### src/rtl/gb_cpu_common_pkg.sv
// Shared definitions for the Game Boy CPU: interrupt sources, register
// addresses, interrupt controller states and the vector helper.
package gb_cpu_common_pkg;

    // Interrupt sources in priority order, bit 0 highest.
    typedef enum logic [2:0] {
        IRQ_VBLANK = 3'd0,
        IRQ_LCD    = 3'd1,
        IRQ_TIMER  = 3'd2,
        IRQ_SERIAL = 3'd3,
        IRQ_JOYPAD = 3'd4
    } irq_bit_t;

    localparam int unsigned IRQ_COUNT = 5;
    localparam logic [15:0] IF_ADDR   = 16'hFF0F;
    localparam logic [15:0] IE_ADDR   = 16'hFFFF;
    localparam logic [7:0]  VEC_BASE  = 8'h40;

    // Interrupt controller sequencing states.
    typedef enum logic [1:0] {
        RUN  = 2'd0,
        HALT = 2'd1,
        ISR  = 2'd2
    } irq_state_t;

    // Low byte of the jump target for source idx; vectors are 8 bytes apart.
    function automatic logic [7:0] irq_vector(input logic [7:0] base, input logic [2:0] idx);
        return base + {2'b00, idx, 3'b000};
    endfunction

endpackage

### src/rtl/gb_cpu_irq_priority.sv
// Lowest-index-first priority encoder over the pending interrupt set.
module gb_cpu_irq_priority #(
    parameter int unsigned NUM_IRQ = 5
) (
    input  logic [NUM_IRQ-1:0] pending,
    output logic               valid,
    output logic [2:0]         idx
);

    // Scan from the top down so the lowest set index is the last one written.
    always_comb begin
        valid = 1'b0;
        idx   = 3'd0;
        for (int i = int'(NUM_IRQ) - 1; i >= 0; i--) begin
            if (pending[i]) begin
                valid = 1'b1;
                idx   = 3'(i);
            end
        end
    end

endmodule

### src/rtl/gb_cpu_interrupt_ctrl.sv
// Interrupt and HALT controller: IF/IE/IME registers, EI delay, ISR dispatch
// towards the decoder, HALT sleep/wake and the halt-bug indication.
module gb_cpu_interrupt_ctrl #(
    parameter int unsigned NUM_IRQ  = 5,
    parameter logic [7:0]  VEC_BASE = gb_cpu_common_pkg::VEC_BASE
) (
    input  logic               clk,
    input  logic               rst,
    input  logic [NUM_IRQ-1:0] irq_in,
    input  logic [15:0]        bus_addr,
    input  logic [7:0]         bus_wdata,
    input  logic               bus_we,
    output logic [7:0]         bus_rdata,
    output logic               bus_hit,
    input  logic               instr_boundary,
    input  logic               ei_exec,
    input  logic               di_exec,
    input  logic               reti_exec,
    input  logic               halt_exec,
    input  logic               isr_ack,
    output logic               isr_cmd,
    output logic [7:0]         isr_vector,
    output logic               ime,
    output logic               halted,
    output logic               halt_bug
);

    import gb_cpu_common_pkg::*;

    logic [NUM_IRQ-1:0] if_q;
    logic [NUM_IRQ-1:0] if_d;
    logic [7:0]         ie_q;
    logic               ime_q;
    logic               ei_pend_q;
    logic               isr_cmd_q;
    logic [7:0]         isr_vector_q;
    logic               halted_q;
    logic               halt_bug_q;
    irq_state_t         state_q;

    logic [NUM_IRQ-1:0] pending;
    logic               prio_valid;
    logic [2:0]         prio_idx;
    logic               any_pend;
    logic               ime_eff;
    logic               ack_take;
    logic               if_wr;
    logic               ie_wr;

    assign if_wr    = bus_we && (bus_addr == IF_ADDR);
    assign ie_wr    = bus_we && (bus_addr == IE_ADDR);
    assign pending  = ie_q[NUM_IRQ-1:0] & if_q;

    gb_cpu_irq_priority #(
        .NUM_IRQ (NUM_IRQ)
    ) u_priority (
        .pending (pending),
        .valid   (prio_valid),
        .idx     (prio_idx)
    );

    assign any_pend = prio_valid;
    // RETI enables and DI disables within the same boundary decision.
    assign ime_eff  = (ime_q | ei_pend_q | reti_exec) & ~di_exec;
    // Ack always services the live pending set, not what was pending at dispatch.
    assign ack_take = (state_q == ISR) && isr_ack && prio_valid;

    // IF next state: bus write, then ack clear, then peripheral sets win over both.
    always_comb begin
        if_d = if_q;
        if (if_wr) begin
            if_d = bus_wdata[NUM_IRQ-1:0];
        end
        for (int i = 0; i < int'(NUM_IRQ); i++) begin
            if (ack_take && (prio_idx == 3'(i))) begin
                if_d[i] = 1'b0;
            end
        end
        if_d = if_d | irq_in;
    end

    // IF and IE storage.
    always_ff @(posedge clk or posedge rst) begin
        if (rst) begin
            if_q <= '0;
            ie_q <= 8'h00;
        end else begin
            if_q <= if_d;
            if (ie_wr) begin
                ie_q <= bus_wdata;
            end
        end
    end

    // Combinational register readback; unused IF bits read as 1.
    always_comb begin
        bus_rdata = 8'h00;
        bus_hit   = 1'b0;
        if (bus_addr == IF_ADDR) begin
            bus_hit                  = 1'b1;
            bus_rdata                = 8'hFF;
            bus_rdata[NUM_IRQ-1:0]   = if_q;
        end else if (bus_addr == IE_ADDR) begin
            bus_hit   = 1'b1;
            bus_rdata = ie_q;
        end
    end

    // RUN/HALT/ISR sequencing together with IME, EI delay and registered outputs.
    always_ff @(posedge clk or posedge rst) begin
        if (rst) begin
            state_q      <= RUN;
            ime_q        <= 1'b0;
            ei_pend_q    <= 1'b0;
            isr_cmd_q    <= 1'b0;
            isr_vector_q <= 8'h00;
            halted_q     <= 1'b0;
            halt_bug_q   <= 1'b0;
        end else begin
            halt_bug_q <= 1'b0;
            unique case (state_q)
                RUN: begin
                    if (instr_boundary) begin
                        // A pending EI matures here; a fresh EI only arms the next boundary.
                        ime_q     <= ime_eff;
                        ei_pend_q <= ei_exec & ~di_exec;
                        if (halt_exec) begin
                            if (!ime_eff && any_pend) begin
                                halt_bug_q <= 1'b1;
                            end else begin
                                halted_q <= 1'b1;
                                state_q  <= HALT;
                            end
                        end else if (ime_eff && any_pend) begin
                            isr_cmd_q <= 1'b1;
                            ime_q     <= 1'b0;
                            ei_pend_q <= 1'b0;
                            state_q   <= ISR;
                        end
                    end
                end
                HALT: begin
                    if (any_pend) begin
                        halted_q <= 1'b0;
                        if (ime_q) begin
                            isr_cmd_q <= 1'b1;
                            ime_q     <= 1'b0;
                            ei_pend_q <= 1'b0;
                            state_q   <= ISR;
                        end else begin
                            state_q <= RUN;
                        end
                    end
                end
                ISR: begin
                    if (isr_ack) begin
                        isr_vector_q <= prio_valid ? irq_vector(VEC_BASE, prio_idx) : 8'h00;
                        isr_cmd_q    <= 1'b0;
                        state_q      <= RUN;
                    end
                end
                default: begin
                    state_q <= RUN;
                end
            endcase
        end
    end

    assign isr_cmd    = isr_cmd_q;
    assign isr_vector = isr_vector_q;
    assign ime        = ime_q;
    assign halted     = halted_q;
    assign halt_bug   = halt_bug_q;

endmodule

### config.mk
export PLATFORM = sky130hd
export DESIGN_NAME = gb_cpu_interrupt_ctrl
export DESIGN_NICKNAME = d
export VERILOG_FILES = /design/src/rtl/gb_cpu_common_pkg.sv /design/src/rtl/gb_cpu_irq_priority.sv /design/src/rtl/gb_cpu_interrupt_ctrl.sv
export SDC_FILE = /design/constraint.sdc
export NUM_CORES = 1
export LEC_CHECK = 0
export ABC_AREA = 1
export CAP_MARGIN = 25
export CORE_MARGIN = 5
export CORE_UTILIZATION = 40
export CTS_CLUSTER_DIAMETER = 40
export DETAILED_ROUTE_END_ITERATION = 8
export PLACE_DENSITY = 0.79
export SETUP_SLACK_MARGIN = 0.15
export SYNTH_ARGS = -nofsm -noshare
export SYNTH_HDL_FRONTEND = slang
export SYNTH_SLANG_ARGS = --single-unit
### constraint.sdc
create_clock -name clk -period 1.6 [get_ports clk]
set_input_delay 0.48 -clock clk [delete_from_list [all_inputs] [get_ports clk]]
set_output_delay 0.48 -clock clk [all_outputs]
set_load 0.05 [all_outputs]
==> results.md, run 1 <==
* Clock root cell: clkbuf_8
* Vias per std cell at 5.170
* DRC errors left at 0
* Final setup margin at -0.2970 ns
* FF-to-FF Start: ie_q[1]
* Global Route Usage Sum at 17.17%
* # placed instances at 313
* Share of layout cells above drive strength 1 at 48.58%
* Flop-to-flop setup slack at 0.10 ns
* Number of buffers added on ports at 54
* Post-route insts no fill at 330
* H-tree depth at 1
* Hold Fails Final Rpt at 0
* Status: finished, violations left
* Ys Warns at 0
* Die X at 72.31 um
* CP Data Arrival Time at 1.42 ns
* CP endpoint kind: primary output
* Die H at 72.31 um
* Failing checks: negative setup slack
* FP Rows at 22
* Highest-count cells in the layout ignoring fill and taps: nand2_1, inv_1, dfrtp_1, clkdlybuf4s50_1, buf_12
* Fin crit share at 118.6%
* CTS tree: built
* Total congestion overflow at 0
* Mapped cell area at 1553 um^2
* R2R cell count at 11
* Netlist cell types at 28
* CTS max path bufs at 2
* Leakage at 0.001406 uW
* Filler cells at 232
* Detailed Route WL at 5177 um
* Commonest non-fill, non-tap cell in the layout: nand2_1
* Dpl hpwl at 3297 um
* Worst Setup SP: bus_addr[4]
* GR Layer Usage met3 at 2.770%
* Peak fanout along the critical path at 5
* Routed len/inst at 15.69 um
* Max-slew violations at 0
* DR vias at 1706
* Synth Instances at 202
* GPL Wtd Cong at 0.8870
* Die ar. at 5228 um^2
* Vias in the first global route at 1656
* RSZ-0062 raised after global routing: yes
* Total CTS buffers at 3
* WP data required at 1.12 ns
* Met1 track demand over resource at 20.19%
* Core area at 3716 um^2
* Clock skew at 0.007224 ns
* DR pass1 iterations at 4
* Clock insertion delay at the later pin of the skew report at 0.28 ns
* Crit path kind: primary input to primary output
* MaxCap Viol Count at 0
* Post-DRT Antenna Nets at 0
* PwrDens at 878.7 nW/um^2
* Sequential area share after synthesis at 38.68%
* Hold slack at 0.5449 ns
* Post-DP Area at 2519 um^2
* Largest net degree at the start of global routing at 25
* Initial antenna violation count at 0
* CP startpoint kind: primary input
* Global-route wire length before repair at 7224 um
* Worst vdd ir at 0.0009183 V
* Maximum clock rate at 527.1 MHz
* Multi-input logic area at 1191 um^2
* Clock slew at reported path FFs at 0.08 ns
* HP Class: primary input to async pin
* Finished Cell Area at 2945 um^2
* Initial DRC count at 126
* GRT Max-Usage Layer: met2
* IO Pins at 59
* Synth Register Bits at 24
* Register area at 601.8 um^2
* Initial Utilization at 41.78%
* Final setup viols at 9
* M2 GR Usage at 31.55%
* Mean area per synthesized cell at 7.687 um^2
* Synth-to-Final Area Change at 89.69%
* Nets@finish at 324
* N_diodes at 0
* Min Tclk post-route at 1.897 ns
* CTS sink count at 24
worst max-delay path, stage by stage:
cell and delay (ns):
buf_6 0.10, nor2_4 0.09, nand2_2 0.07, nor2_4 0.22
nand2_8 0.12, o21ai_4 0.18, buf_12 0.15
Yosys cell counts, drive strengths merged:
library cell	n	area [um^2]
o211ai	3	22.52
nand2	57	229.0
ha	3	37.54
dfrtp	24	600.6
buf	5	41.29
inv	34	127.6
nand3	17	115.1
conb	1	3.750
o21bai	3	22.52
nand4	5	58.80
o21ai	23	133.9
nor2	16	91.34
nor3	2	10.01
a21o	1	7.510
a21oi	8	51.30
final cells by class:
| type | count | area share, % |
|---|---|---|
| clock inverter | 1 | 1.020 |
| sequential | 24 | 20.43 |
| clock buffer | 3 | 1.402 |
| timing repair buffer | 74 | 30.16 |
| tap | 48 | 2.039 |
| inverter | 34 | 4.503 |
| multi-input combinational | 146 | 40.44 |
final timing paths:
kind                                 to
min in group clk              ei_pend_q
hold / removal                      ime
setup reg to reg             state_q[0]
hold reg to reg               ei_pend_q
max in group asynchronous           ime
setup / recovery           bus_rdata[1]
repair_timing:
item | CTS | global route
hold buffers | 0 | 0
pin swaps | 22 | 26
cloned | 2 | 2
setup endpoints to repair | 24 | 28
resized for setup | 89 | 60
setup buffers | 2 | 7
metrics by stage:
| stage | setup slack, ns | setup TNS (ns) | util, % | total power, uW |
|---|---|---|---|---|
| 2_1_floorplan | -0.2300 | -1.738 | - | 1286 |
| 3_3_place_gp | -0.7530 | -12.33 | 67.78 | 1668 |
| 3_5_place_dp | -0.7707 | -13.07 | 67.78 | 1688 |
| 4_1_cts | -0.2875 | -2.297 | 71.55 | 2262 |
| 5_1_grt | -0.3662 | -3.001 | 79.26 | 2729 |
| 6_report | -0.2970 | -2.409 | 79.26 | 2588 |
per-layer routing:
layer  routed length, um  up-vias
li1                    -      808
met1                1902      833
met2                2865       58
met3                 324        7
met4                  85        0
met5                   0        -
logic make-up after synthesis:
logic type | after synthesis | synth area share (%)
AO/OA/AOI/OAI | 38 | 15.31
adder cells (fa/ha/maj) | 3 | 2.418
buffers and inverters | 39 | 10.88
flip-flops | 24 | 38.68
other | 1 | 0.2415
AND/OR/NAND/NOR | 97 | 32.47
power by group:
| part | internal [uW] | switching (uW) | total (uW) |
|---|---|---|---|
| sequential | 680 | 75.9 | 756 |
| combinational | 549 | 742 | 1290 |
| clock | 335 | 206 | 541 |
sequential cells by signal (all words and copies together), names as in the netlist:
name	flops
ie_q	8
if_q	5
isr_vector	4
state_q	2
ei_pend_q	1
halt_bug	1
halted	1
ime	1
isr_cmd	1
Note: power is estimated with default switching activity, not from simulation.
==> run 2: changes to the inputs <==
--- a/config.mk
+++ b/config.mk
@@ -6,8 +6,7 @@
 export NUM_CORES = 1
 export LEC_CHECK = 0
 export ABC_AREA = 1
-export CAP_MARGIN = 25
-export CORE_MARGIN = 5
+export CAP_MARGIN = 20
 export CORE_UTILIZATION = 40
 export CTS_CLUSTER_DIAMETER = 40
 export DETAILED_ROUTE_END_ITERATION = 8
==> run 2 against run 1 <==
Net effect:
- the run still ends with negative setup slack left
- die area decreased by 21%
- power shrank 10%
- sequential share of layout area increased by 1.2 points
- maximum frequency shrank 0.30%
- final cell count increased by 0.30%
- hold slack worse by 0.017 ns
- sequential power decreased by 0.5%
- critical path depth fell by 1
- first-iteration DRC count is 79% lower
- highest routed layer unchanged
==> results.md, run 2 (synthesis results as in run 1) <==
* WP data required at 1.12 ns (about the same)
* N_diodes at 0 (unchanged)
* Synth-to-Final Area Change at 79.13% (was 89.69%)
* Dpl hpwl at 3072 um (was 3297 um)
* Clock insertion delay at the later pin of the skew report at 0.28 ns (about the same)
* Vias in the first global route at 1622 (was 1656)
* Leakage at 0.001369 uW (was 0.001406 uW)
* PwrDens at 834.3 nW/um^2 (was 878.7 nW/um^2)
* Final setup viols at 9 (unchanged)
* Peak fanout along the critical path at 7 (was 5)
* Initial Utilization at 42.10% (was 41.78%)
* Max FFs per register at 8 (unchanged)
* Post-DP Area at 2534 um^2 (was 2519 um^2)
* HP Class: flop to flop (was primary input to async pin)
* Pre-CTS WS at -0.7461 ns (was -0.7707 ns)
* DRC errors left at 0 (unchanged)
* Die H at 64.31 um (was 72.31 um)
* IO Pins at 59 (unchanged)
* Biggest register: ie_q (unchanged)
* Die ar. at 4135 um^2 (was 5228 um^2)
* Crit path kind: primary input to primary output (unchanged)
* Detailed Route WL at 4538 um (was 5177 um)
* Min Tclk post-route at 1.903 ns (was 1.897 ns)
* DR vias at 1649 (was 1706)
* Post-DRT Antenna Nets at 0 (unchanged)
* # placed instances at 315 (was 313)
* Post-route insts no fill at 331 (was 330)
* Initial DRC count at 27 (was 126)
* Vias per std cell at 4.982 (was 5.170)
* Initial antenna violation count at 0 (unchanged)
* GPL Wtd Cong at 0.7646 (was 0.8870)
* Share of layout cells above drive strength 1 at 42.05% (was 48.58%)
* Largest net degree at the start of global routing at 25 (unchanged)
* Worst vdd ir at 0.001101 V (was 0.0009183 V)
* CP endpoint kind: primary output (unchanged)
* RSZ-0062 raised after global routing: yes (unchanged)
* Setup TNS Final at -2.552 ns (was -2.409 ns)
* CTS Hold Buffers Added at 0 (unchanged)
* Die X at 64.31 um (was 72.31 um)
* Clock skew at 0.01011 ns (was 0.007224 ns)
* CP Data Arrival Time at 1.42 ns (about the same)
* Maximum clock rate at 525.6 MHz (was 527.1 MHz)
* H-tree depth at 1 (unchanged)
* CTS max path bufs at 2 (unchanged)
* Final setup margin at -0.3028 ns (was -0.2970 ns)
* Global-route wire length before repair at 6982 um (was 7224 um)
* Hold Fails Final Rpt at 0 (unchanged)
* Highest-count cells in the layout ignoring fill and taps: nand2_1, inv_1, dfrtp_1, clkdlybuf4s50_1, buf_4 (was nand2_1, inv_1, dfrtp_1, clkdlybuf4s50_1, buf_12)
* Failing checks: negative setup slack (unchanged)
* Global Route Usage Sum at 22.14% (was 17.17%)
* Fin util at 75.41% (was 79.26%)
* Max-slew violations at 0 (unchanged)
* Nets@finish at 325 (was 324)
* FP Rows at 22 (unchanged)
* DR pass1 iterations at 4 (unchanged)
* Finished Cell Area at 2781 um^2 (was 2945 um^2)
* CTS sink count at 24 (unchanged)
* MaxCap Viol Count at 0 (unchanged)
* Total congestion overflow at 0 (unchanged)
* Total CTS buffers at 3 (unchanged)
* CTS tree: built (unchanged)
* Status: finished, violations left (unchanged)
* Fin crit share at 118.9% (was 118.6%)
* Clock root cell: clkbuf_8 (unchanged)
* Clock slew at reported path FFs at 0.08 ns (about the same)
* Routed len/inst at 13.71 um (was 15.69 um)
* CP startpoint kind: primary input (unchanged)
* Number of buffers added on ports at 54 (unchanged)
* Core area at 3689 um^2 (was 3716 um^2)
* Commonest non-fill, non-tap cell in the layout: nand2_1 (unchanged)
==> run 2: cell count changes in the layout (fill, tap and decap cells not counted), sizes merged <==
cell / before / now
dlymetal6s2s: 3 / 1
buf: 53 / 54
clkdlybuf4s50: 17 / 19
==> run 2: report_power, final <==
part           internal [uW]  switching [uW]
logic                    446             576
registers                680            71.9
clock network            335             212
total                   1460             860
==> run 2: timing repair <==
action	CTS	global route
gates cloned	4	0
setup buffers	2	6
pin swaps	21	12
setup endpoints to repair	24	20
gates resized for setup	84	22
==> run 2: layer usage <==
| layer | track usage, % | wire [um] | vias up | share of wire (%) |
|---|---|---|---|---|
| li1 | - | - | 811 | - |
| met1 | 24.02 | 1779 | 767 | 39 |
| met2 | 40.66 | 2428 | 62 | 54 |
| met3 | 4.286 | 237 | 9 | 5.2 |
| met4 | 10.56 | 93 | 0 | 2.0 |
| met5 | 0 | 0 | - | 0 |
==> run 2: final timing paths <==
| path | endpoint | cells past startpoint | slack (ns) | start |
|---|---|---|---|---|
| worst min register to register | ei_pend_q | 2 | 0.53 | ei_pend_q |
| worst max-delay path | bus_rdata[5] | 6 | -0.30 | bus_addr[6] |
| max in group asynchronous | ime | 3 | 0.81 | rst |
| worst max register to register | if_q[4] | 7 | 0.18 | state_q[0] |
| worst min-delay path | ei_pend_q | 2 | 0.53 | ei_pend_q |
| min in group asynchronous | isr_vector[5] | 3 | 0.54 | rst |
==> run 2: cell type report <==
type                            instances  area (um^2)
Clock buffer                            3        41.29
Clock inverter                          1        30.03
Fill cell                             238        907.1
Inverter                               34        127.6
Multi-Input combinational cell        146         1067
Sequential cell                        24        601.8
Tap cell                               48        60.06
Timing Repair Buffer                   75        853.3
==> run 2: stage by stage <==
stage               hold WS, ns  total power (uW)
global placement         0.4832              1672
finish                   0.5278              2320
detailed placement       0.4942              1688
CTS                      0.5298              2246
global route             0.5754              2449
floorplan                0.4537              1286
==> run 2: worst max-delay path, cell delays in order <==
cell and delay [ns]:
buf_6 0.07, nand4_1 0.15, nor2_4 0.25, nand2_4 0.13, o21ai_4 0.18, buf_12 0.15
==> run 3: changes to the inputs <==
--- a/config.mk
+++ b/config.mk
@@ -5,13 +5,13 @@
 export SDC_FILE = /design/constraint.sdc
 export NUM_CORES = 1
 export LEC_CHECK = 0
-export ABC_AREA = 1
+export ABC_AREA = 0
 export CAP_MARGIN = 20
-export CORE_UTILIZATION = 40
+export CORE_UTILIZATION = 39
 export CTS_CLUSTER_DIAMETER = 40
 export DETAILED_ROUTE_END_ITERATION = 8
-export PLACE_DENSITY = 0.79
-export SETUP_SLACK_MARGIN = 0.15
+export PLACE_DENSITY = 0.77
 export SYNTH_ARGS = -nofsm -noshare
 export SYNTH_HDL_FRONTEND = slang
+export SYNTH_HIERARCHICAL = 1
 export SYNTH_SLANG_ARGS = --single-unit
==> run 3 against run 2 <==
Net effect:
- the flow still finishes with violations (negative setup slack)
- synthesized cell count shrank 22%
- power grew 0.76%
- worst setup slack lost 0.51 ns
- largest cell class is now non-clock buffers
- hold slack gained 0.0099 ns
==> results.md, run 3 <==
* Status: finished, violations left (unchanged)
* Failing checks: negative setup slack (unchanged)
* H-tree depth at 1 (unchanged)
* Min Tclk post-route at 2.413 ns (was 1.903 ns)
* GPL Wtd Cong at 0.8655 (was 0.7646)
* Post-DP Area at 2688 um^2 (was 2534 um^2)
* Total CTS buffers at 3 (unchanged)
* Die ar. at 4178 um^2 (was 4135 um^2)
* Max-slew violations at 0 (unchanged)
* Post-synth top cells: dfrtp_1, nand2_1, inv_1 (was nand2_1, inv_1, dfrtp_1)
* FP Rows at 22 (unchanged)
* RR Endpoint: isr_cmd (was if_q[4])
* Detailed Route WL at 5479 um (was 4538 um)
* Synth Instances at 157 (was 202)
* CP startpoint kind: primary input (unchanged)
* Post-DRT Antenna Nets at 0 (unchanged)
* FF-to-FF Start: if_q[3] (was state_q[0])
* Global-route wire length before repair at 8390 um (was 6982 um)
* Mapped cell area at 1530 um^2 (was 1553 um^2)
* Worst vdd ir at 0.0006523 V (was 0.001101 V)
* Core area at 3716 um^2 (was 3689 um^2)
* Nets@finish at 309 (was 325)
* Count leader, synth: dfrtp_1 (was nand2_1)
* Synth Register Bits at 24 (unchanged)
* Ys async rst share at 100.0% (unchanged)
* Final setup margin at -0.8135 ns (was -0.3028 ns)
* Post-route insts no fill at 315 (was 331)
* Vias per std cell at 5.495 (was 4.982)
* Filler cells at 209 (was 238)
* Global Route Usage Sum at 26.89% (was 22.14%)
* Initial DRC count at 74 (was 27)
* DR pass1 iterations at 5 (was 4)
* CTS tree: built (unchanged)
* Biggest register: ie_q (unchanged)
* Max FFs per register at 8 (unchanged)
* PwrDens at 781.2 nW/um^2 (was 834.3 nW/um^2)
* Fin crit share at 150.8% (was 118.9%)
* Mean area per synthesized cell at 9.747 um^2 (was 7.687 um^2)
* WP data required at 1.12 ns (about the same)
* CP Data Arrival Time at 1.93 ns (was 1.42 ns)
* Vias in the first global route at 1748 (was 1622)
* Die X at 64.64 um (was 64.31 um)
* Maximum clock rate at 414.3 MHz (was 525.6 MHz)
* N_diodes at 0 (unchanged)
* Clock insertion delay at the later pin of the skew report at 0.28 ns (about the same)
* Fin util at 80.54% (was 75.41%)
* Top post-synthesis cells by area: dfrtp_1, mux2_2, nand2_1 (was dfrtp_1, nand2_1, inv_1)
* DRC errors left at 0 (unchanged)
* Synth-to-Final Area Change at 95.58% (was 79.13%)
* Number of synthesized flops with an enable pin at 0 (unchanged)
* Commonest non-fill, non-tap cell in the layout: buf_4 (was nand2_1)
* Sequential area share after synthesis at 39.25% (was 38.68%)
* Clock skew at 0.002735 ns (was 0.01011 ns)
* Main synth FF type: dfrtp_1 (unchanged)
* Synth top area share at 39.25% (was 38.68%)
* Initial Utilization at 41.18% (was 42.10%)
* CTS max path bufs at 2 (unchanged)
* Pre-CTS WS at -1.196 ns (was -0.7461 ns)
* Number of buffers added on ports at 54 (unchanged)
* DR vias at 1731 (was 1649)
* Die H at 64.64 um (was 64.31 um)
* Peak fanout along the critical path at 4 (was 7)
* Share of layout cells above drive strength 1 at 52.06% (was 42.05%)
* Crit path kind: primary input to primary output (unchanged)
* Clock slew at reported path FFs at 0.10 ns (was 0.08 ns)
* Ys Warns at 6 (was 0)
* Initial antenna violation count at 0 (unchanged)
* RSZ-0062 raised after global routing: yes (unchanged)
* IO Pins at 59 (unchanged)
* Netlist cell types at 43 (was 28)
* Largest net degree at the start of global routing at 25 (unchanged)
* Clock root cell: clkbuf_8 (unchanged)
* MaxCap Viol Count at 0 (unchanged)
* Area leader, netlist: dfrtp_1 (unchanged)
* CTS sink count at 24 (unchanged)
* CP endpoint kind: primary output (unchanged)
* R2R cell count at 8 (was 7)
* Total congestion overflow at 0 (unchanged)
* Flop-to-flop setup slack at -0.52 ns (was 0.18 ns)
* HP Class: primary input to async pin (was flop to flop)
* Highest-count cells in the layout ignoring fill and taps: buf_4, dfrtp_1, clkdlybuf4s50_1, buf_12, buf_6 (was nand2_1, inv_1, dfrtp_1, clkdlybuf4s50_1, buf_4)
* Finished Cell Area at 2993 um^2 (was 2781 um^2)
* Routed len/inst at 17.39 um (was 13.71 um)
* Hold Fails Final Rpt at 0 (unchanged)
* Leakage at 0.001391 uW (was 0.001369 uW)
* # placed instances at 297 (was 315)
* Final setup viols at 31 (was 9)
* Dpl hpwl at 3619 um (was 3072 um)
==> run 3: metrics by stage <==
step	setup TNS, ns	total power, uW	hold WS (ns)
after floorplan	-10.84	1293	0.4946
after global placement	-19.89	1716	0.5252
after detailed placement	-21.15	1742	0.5427
after CTS	-11.34	2263	0.5539
after global routing	-14.47	2447	0.5713
final	-12.20	2338	0.5377
==> run 3: power by group <==
| part | leakage (uW) | switching (uW) | internal [uW] | total [uW] |
|---|---|---|---|---|
| logic | 0.00107 | 623 | 557 | 1180 |
| clock network | 0.0000288 | 222 | 221 | 442 |
| registers | 0.000295 | 46.7 | 670 | 717 |
==> run 3: how the worst max path moves through the flow <==
| stage | startpoint | to | slack, ns | cells after the start |
|---|---|---|---|---|
| finish | bus_addr[4] | bus_rdata[0] | -0.81 | 6 |
| global route | bus_addr[4] | bus_rdata[0] | -0.83 | 6 |
| CTS | bus_addr[6] | bus_rdata[0] | -0.84 | 6 |
| detailed placement | bus_addr[5] | bus_rdata[7] | -1.20 | 5 |
| global placement | bus_addr[5] | bus_rdata[5] | -1.13 | 5 |
| floorplan | bus_addr[5] | bus_rdata[5] | -1.11 | 3 |
==> run 3: final cells by class <==
cell class                      count  area [um^2]  area share (%)
Sequential cell                    24        601.8           20.11
Tap cell                           48        60.06           2.007
Multi-Input combinational cell    118         1072           35.83
Clock buffer                        4        55.05           1.839
Inverter                           10        37.54           1.254
Timing Repair Buffer              111         1166           38.96
==> run 3: cells by family (layout without fill, tap and decap cells) <==
group | count (synthesis) | in the layout | share of synthesized area [%]
simple gates | 57 | 57 | 23.55
compound gates | 45 | 45 | 22.00
fa+ha+maj | 3 | 3 | 2.453
flops | 24 | 24 | 39.25
other cells | 1 | 4 | 0.2451
mux | 9 | 9 | 6.623
buf+inv | 18 | 125 | 5.887
==> run 3: critical path, stage by stage <==
cell    delay [ns]
buf_6         0.09
or4_4         0.57
nor4_4        0.32
buf_4         0.21
a22o_4        0.13
buf_12        0.13
==> run 3: what timing repair did <==
item | 4_1_cts | 5_1_grt
endpoints found under the hold margin | 0 | 0
setup endpoints to repair | 30 | 33
hold buffers | 0 | 0
gates resized for setup | 51 | 38
setup buffers | 9 | 8
gates cloned | 0 | 0
pin swaps | 16 | 18
==> run 3: metal layers <==
layer / vias up / global-route usage [%] / wire [um]
li1: 805 / - / -
met1: 846 / 30.45 / 2179
met2: 63 / 51.32 / 2930
met3: 17 / 2.817 / 212
met4: 0 / 9.722 / 157
met5: - / 0 / 0
